File: src/rtl/rr_arbiter.sv
// Round-robin arbiter: grants one of NREQ requesters, holds the grant until done,
// request drop or optional hold timeout, then inserts one dead cycle.
module rr_arbiter #(
    parameter int NUMW    = 2,
    parameter int NREQ    = 2**NUMW,
    parameter int CNTW    = 8,
    parameter int MAXHOLD = 0
) (
    input  logic            clk,
    input  logic            rst,
    input  logic [NREQ-1:0] req,
    input  logic            done,
    output logic            gnt_vld,
    output logic [NUMW-1:0] gnt_num,
    output logic [NREQ-1:0] gnt_map,
    output logic            tout
);

    typedef enum logic [1:0] {
        IDLE,
        GRANT,
        RELEASE
    } state_t;

    localparam logic [NUMW-1:0] PTR_RST   = NUMW'(NREQ - 1);
    localparam logic [CNTW-1:0] CNT_MAX   = '1;
    localparam logic [CNTW-1:0] HOLD_LAST = CNTW'((MAXHOLD == 0) ? 0 : MAXHOLD - 1);

    state_t          state_q, state_d;
    logic [NUMW-1:0] ptr_q,   ptr_d;
    logic [CNTW-1:0] cnt_q,   cnt_d;
    logic            vld_q,   vld_d;
    logic [NUMW-1:0] num_q,   num_d;
    logic [NREQ-1:0] map_q,   map_d;
    logic            tout_q,  tout_d;

    logic            pick_vld;
    logic [NUMW-1:0] pick_num;
    logic            own_req;
    logic            timeout_hit;

    function automatic logic req_at(input logic [NREQ-1:0] r, input logic [NUMW-1:0] idx);
        logic b;
        b = 1'b0;
        for (int unsigned i = 0; i < NREQ; i++) begin
            if (idx == NUMW'(i)) b = r[i];
        end
        return b;
    endfunction

    // Modulo-NREQ add so the pointer wraps correctly for non-power-of-two NREQ.
    function automatic logic [NUMW-1:0] idx_add(input logic [NUMW-1:0] base, input int unsigned off);
        int unsigned s;
        s = 32'(base) + off;
        return NUMW'(s % NREQ);
    endfunction

    function automatic logic [NREQ-1:0] onehot(input logic [NUMW-1:0] idx);
        logic [NREQ-1:0] m;
        m = '0;
        for (int unsigned i = 0; i < NREQ; i++) begin
            m[i] = (idx == NUMW'(i));
        end
        return m;
    endfunction

    always_comb begin
        pick_vld = 1'b0;
        pick_num = '0;
        for (int unsigned k = 1; k <= NREQ; k++) begin
            if (!pick_vld && req_at(req, idx_add(ptr_q, k))) begin
                pick_vld = 1'b1;
                pick_num = idx_add(ptr_q, k);
            end
        end
    end

    always_comb begin
        own_req     = req_at(req, num_q);
        timeout_hit = (MAXHOLD != 0) && (cnt_q == HOLD_LAST);
    end

    always_comb begin
        state_d = state_q;
        ptr_d   = ptr_q;
        cnt_d   = cnt_q;
        vld_d   = vld_q;
        num_d   = num_q;
        map_d   = map_q;
        tout_d  = 1'b0;
        case (state_q)
            // RELEASE is the single dead cycle; it arbitrates on exit so the
            // next grant follows it directly instead of idling a second cycle.
            IDLE, RELEASE: begin
                vld_d = 1'b0;
                map_d = '0;
                if (pick_vld) begin
                    state_d = GRANT;
                    vld_d   = 1'b1;
                    num_d   = pick_num;
                    map_d   = onehot(pick_num);
                    ptr_d   = pick_num;
                    cnt_d   = '0;
                end else begin
                    state_d = IDLE;
                end
            end
            GRANT: begin
                if (cnt_q != CNT_MAX) cnt_d = cnt_q + 1'b1;
                if (done || !own_req || timeout_hit) begin
                    state_d = RELEASE;
                    vld_d   = 1'b0;
                    map_d   = '0;
                    tout_d  = timeout_hit && !done && own_req;
                end
            end
            default: begin
                state_d = IDLE;
                vld_d   = 1'b0;
                map_d   = '0;
            end
        endcase
    end

    always_ff @(posedge clk or posedge rst) begin
        if (rst) begin
            state_q <= IDLE;
            ptr_q   <= PTR_RST;
            cnt_q   <= '0;
            vld_q   <= 1'b0;
            num_q   <= '0;
            map_q   <= '0;
            tout_q  <= 1'b0;
        end else begin
            state_q <= state_d;
            ptr_q   <= ptr_d;
            cnt_q   <= cnt_d;
            vld_q   <= vld_d;
            num_q   <= num_d;
            map_q   <= map_d;
            tout_q  <= tout_d;
        end
    end

    assign gnt_vld = vld_q;
    assign gnt_num = num_q;
    assign gnt_map = map_q;
    assign tout    = tout_q;

endmodule

File: config.mk
export PLATFORM = sky130hd
export DESIGN_NAME = rr_arbiter
export DESIGN_NICKNAME = d
export VERILOG_FILES = /design/src/rtl/rr_arbiter.sv
export SDC_FILE = /design/constraint.sdc
export NUM_CORES = 1
export LEC_CHECK = 0
export ABC_AREA = 1
export CAP_MARGIN = 20
export CORE_UTILIZATION = 40
export CTS_CLUSTER_DIAMETER = 120
export DETAILED_ROUTE_END_ITERATION = 6
export SYNTH_ARGS = -nofsm -noshare
export SYNTH_HDL_FRONTEND = slang
export SYNTH_SLANG_ARGS = --single-unit
File: constraint.sdc
create_clock -name clk -period 2.1 [get_ports clk]
set_input_delay 0.21 -clock clk [delete_from_list [all_inputs] [get_ports clk]]
set_output_delay 0.21 -clock clk [all_outputs]
set_load 0.01 [all_outputs]
==> results of run 1 <==
sequential cells by signal (all words and copies together) (netlist names):
name,count
ptr_q,2
gnt_num,2
gnt_map,4
state_q,2
path summary, 6_finish.rpt:
| kind | depth (start not counted) | startpoint | slack (ns) | endpoint |
|---|---|---|---|---|
| max | 12 | ptr_q[0] | 0.14 | gnt_num[1] |
| min | 2 | rst | 0.22 | state_q[0] |
| max reg2reg | 12 | ptr_q[0] | 0.14 | gnt_num[1] |
| min reg2reg | 2 | gnt_map[3] | 0.48 | gnt_map[3] |
| max in group asynchronous | 2 | rst | 1.56 | ptr_q[1] |
| min in group clk | 2 | gnt_map[3] | 0.48 | gnt_map[3] |
kinds of logic after synthesis:
logic type	after synthesis	share of synthesized area [%]
compound gates	13	8.87
fa+ha+maj	7	10.5
buf+inv	21	9.92
flops	10	30.4
other cells	1	0.451
simple gates	69	39.9
final cells by class:
class / instances / area share [%]
clock buffer: 4 / 2.53
inverter: 20 / 7.23
multi-input combinational: 90 / 48.7
sequential: 10 / 24.3
tap: 27 / 3.25
timing repair buffer: 15 / 14.0
layout by cell type (no fill, tap or decap), types with 2 or more instances in the layout:
cell type         n
a21oi_1           7
a21oi_2           2
buf_4             2
clkbuf_4          3
clkdlybuf4s50_1  13
dfrtp_1           8
dfstp_2           2
ha_1              6
inv_1            14
inv_2             6
nand2_1          44
nand2_2           6
nand3_1           4
nand3_2           5
nor2_1            4
nor3_1            2
o211ai_1          2
o21ai_0           2
worst register-to-register path: cells and delay by family, from the launching register on:
family / cells / cell delay, ns
buf+inv: 2 / 0.12
compound gates: 1 / 0.12
flops: 1 / 0.60
fa+ha+maj: 1 / 0.23
simple gates: 8 / 0.78
timing repair:
action	in CTS	in global routing
endpoints found under the hold margin	0	0
setup endpoints to repair	0	8
buffers inserted	0	2
gates resized for setup	0	5
power breakdown:
group	switching [W]	internal, W
sequential	0.0000764	0.000296
combinational	0.000814	0.000506
clock	0.0000613	0.0000731
total	0.000952	0.000875
metrics by stage:
stage          util, %  hold WS [ns]  worst slack, ns
4_1_cts           51.7         0.223           0.0540
5_1_grt           52.9         0.270          0.00641
2_1_floorplan        -        0.0487            0.292
3_5_place_dp      50.4         0.469           0.0664
3_3_place_gp      50.4         0.467           0.0396
6_report          52.9         0.216            0.143
metal layers:
metal  up-vias  track usage, %  share of wire (%)
li1        412               -                  -
met5         -               0                  0
met1       345            23.7                 49
met3         2            1.13                3.2
met4         0            3.33               0.51
met2        14            26.6                 47
==> metrics.csv, run 1 <==
stage,metric,value,unit
logic_synthesis,most common cell in the netlist,nand2_1,
worst_setup_path,critical path class,flip-flop to flip-flop,
logic_synthesis,post-synth cell types,20,
placement,Post-Place Cell Area,988,µm²
final_layout,Final Non-Filler Cells,166,
clock_network,Clock Path Buffers,2,
clock_network,CTS tree,done,
sta,Final Cycle Share,93.2,%
sta,Max Clk Rate,511,MHz
final_layout,Layout fillers,209,
worst_setup_path,Worst path max stage delay,0.60,ns
clock_network,Root Driver,clkbuf_4,
route,Routed Antenna Nets,0,
logic_synthesis,list of most frequent post-synthesis cells,"nand2_1 (44), inv_1 (16), a21oi_1 (8), dfrtp_1 (8), ha_1 (7)",
worst_setup_path,cell repeated most along the worst path,nand2_1,
sta,skew final,0.0104,ns
placement,Inst Count DP,160,
global_routing,grt total ovfl,0,
die,Core Footprint,1960,µm²
power_and_ir_drop,pwr dens,1760,nW/µm²
power_and_ir_drop,Total Power,0.00183,W
logic_synthesis,sequential area share after synthesis,30.4,%
power_and_ir_drop,leak pwr,0.561,nW
placement,GPL Wtd Cong,0.886,
worst_setup_path,Critical Path AT,2.10,ns
clock_network,TritonCTS Buffers,3,
worst_setup_path,Critical-path top delay cell,dfstp_2,
logic_synthesis,Synth Net Count,135,
worst_setup_path,CP bufs+invs,2,
flow_run,Max Cap Violations,0,
global_routing,largest net degree at the start of global routing,11,
logic_synthesis,synthesized area,832,µm²
die,# IOs,15,
placement,Port Buffer Count,13,
power_and_ir_drop,VDD IR-drop max,0.954,mV
worst_setup_path,CP Capture Type,flip-flop,
clock_network,Sink Count,10,
clock_network,clk_lat worst skew,0.26,ns
die,starting density of the core,42.4,%
logic_synthesis,cell taking the most area after synthesis,dfrtp_1,
outcome,outcome,"finished, final reports clean",
final_layout,share of cells above drive strength 1,21.6,%
final_layout,Post-layout nets,154,
final_layout,Multi-input gate area,505,µm²
placement,Detailed Place HPWL,1.40,mm
route,Post-route DRC,0,
final_layout,post-route cell area,1040,µm²
logic_synthesis,prevailing post-synth register cell,dfrtp_1,
worst_setup_path,"Largest delay share family, worst path",simple AND/OR/NAND/NOR gates,
sta,Tmin final,1.96,ns
sta,Fin. Hold Viols,0,
worst_setup_path,WP data required,2.25,ns
sta,post-route setup TNS,0,ns
die,Die ar.,2270,µm²
route,Total Wirelength,1.76,mm
die,DIE WIDTH,47.6,µm
sta,Max Slew Vio Count,0,
sta,RSZ-0062 raised after global routing,no,
logic_synthesis,ys async rst share,100,%
route,1st-iter DRT viols,19,
route,Via density,4.66,
logic_synthesis,synth top area cells,"dfrtp_1 (24%), nand2_1 (20%), ha_1 (11%)",
final_layout,Layout area overhead,24.8,%
global_routing,vias in the first global route,643,
route,via count,773,
final_layout,Ant. Diodes,0,
logic_synthesis,Syn Inst Count,121,
worst_hold_path,Worst Hold Class,input pin to asynchronous set/reset pin,
clock_network,H-tree lvl count,1,
global_routing,Tot GR Track Use,16.2,%
logic_synthesis,Syn Area/Cell,6.88,µm²
clock_network,Worst-path clk slew,0.07,ns
sta,Final setup viols,0,
worst_setup_path,worst-path maximum fanout,8,
route,wire per inst,10.6,µm
logic_synthesis,synth warn,0,
final_layout,Storage cell area,253,µm²
global_routing,initial antenna violation count,0,
logic_synthesis,"EDFF count, synth",0,
clock_network,# hold bufs at CTS,0,
logic_synthesis,register bit count reported by yosys,10,
global_routing,first-pass GRT wire length,2.64,mm
die,die height,47.6,µm
logic_synthesis,top-area cell type share of the netlist area,24.1,%
die,row cnt,16,
worst_setup_path,crit-path cells,"inv_2, ha_1, a21oi_1, nand2_1, nand2_1, nand2_2, nor2_2, nand3_2, nand2_4, inv_2, nand2_1, nand2_1",
worst_setup_path,Startpoint Class,flip-flop,
route,drt pass-1 iters,4,
Note: power is estimated with default switching activity, not from simulation.
==> inputs of run 2 (changes only) <==
- CORE_MARGIN: unset -> 2
==> run 2 against run 1 <==
Largest power group unchanged. Routed wire length rose by 2.2%. Non-clock buffer count unchanged. Hold slack lost 0.0075 ns.
==> metrics.csv, run 2 (same netlist as run 1, synthesis figures left out) <==
stage,metric,value,unit,change
outcome,outcome,"finished, final reports clean",,
sta,WHS,0.209,ns,-0.00755 ns
worst_setup_path,CP Capture Type,flip-flop,,
clock_network,# hold bufs at CTS,0,,unchanged
sta,skew final,0.00520,ns,-0.00523 ns
sta,RSZ-0062 raised after global routing,no,,
final_layout,"most common cell after layout, fill and taps aside",nand2_1,,
final_layout,Post-layout nets,154,,unchanged
final_layout,Storage cell area,253,µm²,unchanged
sta,post-route setup TNS,0,ns,unchanged
sta,Final setup viols,0,,unchanged
worst_setup_path,CP bufs+invs,2,,unchanged
route,Post-route DRC,0,,unchanged
worst_setup_path,worst reg2reg startpoint,ptr_q[0],,
global_routing,largest net degree at the start of global routing,11,,unchanged
sta,Max Clk Rate,513,MHz,+0.31%
sta,Final Cycle Share,92.9,%,-0.29 points
global_routing,vias in the first global route,737,,+15%
die,Die ar.,2460,µm²,+8.6%
route,Via density,4.65,,-0.13%
route,1st-iter DRT viols,29,,+10
placement,Port Buffer Count,13,,unchanged
final_layout,share of cells above drive strength 1,23.0,%,+1.4 points
final_layout,Multi-input gate area,507,µm²,+0.25%
clock_network,Worst-path clk slew,0.07,ns,about the same
sta,Tmin final,1.95,ns,-0.00613 ns
worst_setup_path,cell repeated most along the worst path,nand2_1,,
global_routing,grt total ovfl,0,,unchanged
power_and_ir_drop,leak pwr,0.564,nW,+0.40%
worst_setup_path,critical path class,flip-flop to flip-flop,,
worst_setup_path,Startpoint Class,flip-flop,,
worst_setup_path,R2R cell count,13,,+1
clock_network,clk_lat worst skew,0.27,ns,about the same
placement,Detailed Place HPWL,1.43,mm,+2.0%
sta,Max Slew Vio Count,0,,unchanged
die,row cnt,16,,unchanged
final_layout,most frequent cells in the layout,"nand2_1 (44), inv_1 (14), clkdlybuf4s50_1 (13)",,
worst_hold_path,Worst Hold Class,input pin to asynchronous set/reset pin,,
die,# IOs,15,,unchanged
worst_setup_path,Critical Path AT,2.11,ns,about the same
placement,GPL Wtd Cong,0.870,,-1.8%
global_routing,initial antenna violation count,0,,unchanged
final_layout,max reg flops,4,,unchanged
die,Core Footprint,1960,µm²,unchanged
route,wire per inst,10.8,µm,+2.2%
global_routing,first-pass GRT wire length,3.18,mm,+21%
clock_network,CTS tree,done,,
global_routing,Tot GR Track Use,16.7,%,+0.46 points
worst_setup_path,Worst path max stage delay,0.58,ns,-0.02 ns
route,via count,772,,-0.13%
route,Routed Antenna Nets,0,,unchanged
placement,Inst Count DP,160,,unchanged
die,die height,49.6,µm,+4.2%
power_and_ir_drop,VDD IR-drop max,0.894,mV,-6.3%
flow_run,Max Cap Violations,0,,unchanged
final_layout,Final Non-Filler Cells,166,,unchanged
worst_setup_path,Critical-path top delay cell,dfstp_2,,
worst_setup_path,"Largest delay share family, worst path",simple AND/OR/NAND/NOR gates,,
final_layout,Layout area overhead,26.2,%,
die,DIE WIDTH,49.6,µm,+4.2%
worst_setup_path,reg2reg setup slack,0.15,ns,about the same
clock_network,Root Driver,clkbuf_4,,
route,drt pass-1 iters,4,,unchanged
worst_setup_path,Crit Reg-Reg Endpoint,gnt_map[3],,
worst_setup_path,worst-path maximum fanout,8,,unchanged
worst_setup_path,WP data required,2.26,ns,about the same
route,Total Wirelength,1.80,mm,+2.2%
clock_network,Clock Path Buffers,2,,unchanged
final_layout,Layout fillers,219,,+4.8%
clock_network,TritonCTS Buffers,3,,unchanged
final_layout,Ant. Diodes,0,,unchanged
power_and_ir_drop,pwr dens,1780,nW/µm²,+1.1%
sta,Fin. Hold Viols,0,,unchanged
die,starting density of the core,42.4,%,unchanged
clock_network,Sink Count,10,,unchanged
worst_setup_path,crit-path cells,"buf_4, ha_2, inv_2, nand3_1, nand2_1, nand2_1, nand2_2, nor2_2, nand3_2, nand2_4, nor2_4, nand2_1, nand2_1",,
clock_network,H-tree lvl count,1,,unchanged
## run 2: cell counts in the layout (fill, tap and decap cells not counted)
No cell type changed its count.
## run 2: area by class of cell
| class | instances | share of cell area, % |
|---|---|---|
| multi-input cells | 90 | 48.3 |
| flip-flops and latches | 10 | 24.1 |
| repair buffers | 15 | 13.8 |
| inverters | 20 | 7.15 |
| clock buffers | 4 | 3.46 |
| well taps | 27 | 3.22 |
## run 2: worst max-delay path by stage
stage	start	end	slack (ns)	cells after the start
6_report	ptr_q[0]	gnt_map[3]	0.15	13
5_1_grt	ptr_q[0]	gnt_num[1]	0.001	11
3_3_place_gp	ptr_q[0]	gnt_map[3]	0.04	12
3_5_place_dp	ptr_q[0]	gnt_map[3]	0.03	12
2_1_floorplan	ptr_q[0]	gnt_num[1]	0.29	12
4_1_cts	ptr_q[0]	gnt_map[3]	0.004	12
## run 2: routing by layer
layer	global-route usage [%]	wire length (µm)
met5	0	0
met2	25.8	825
met3	3.03	71
met4	8.80	57
met1	22.1	846
## run 2: through the flow
stage | power [W] | worst slack [ns] | util, % | instance area, µm²
final | 0.00187 | 0.149 | 53.5 | 1050
after floorplan | 0.00134 | 0.292 | - | 832
after detailed placement | 0.00165 | 0.0289 | 50.4 | 988
after global routing | 0.00208 | 0.00121 | 53.5 | 1050
after global placement | 0.00165 | 0.0365 | 50.4 | 988
after CTS | 0.00183 | 0.00405 | 52.2 | 1020
## run 2: report_power, final
group	total, W	internal [W]	leakage (nW)	switching (W)
logic	0.00132	0.000508	0.419	0.000814
registers	0.000370	0.000296	0.124	0.0000740
clock network	0.000175	0.000105	0.0210	0.0000701
## run 2: timing repair
action                     CTS  global route
setup endpoints to repair    0             9
setup buffers                0             2
resized for setup            0             6
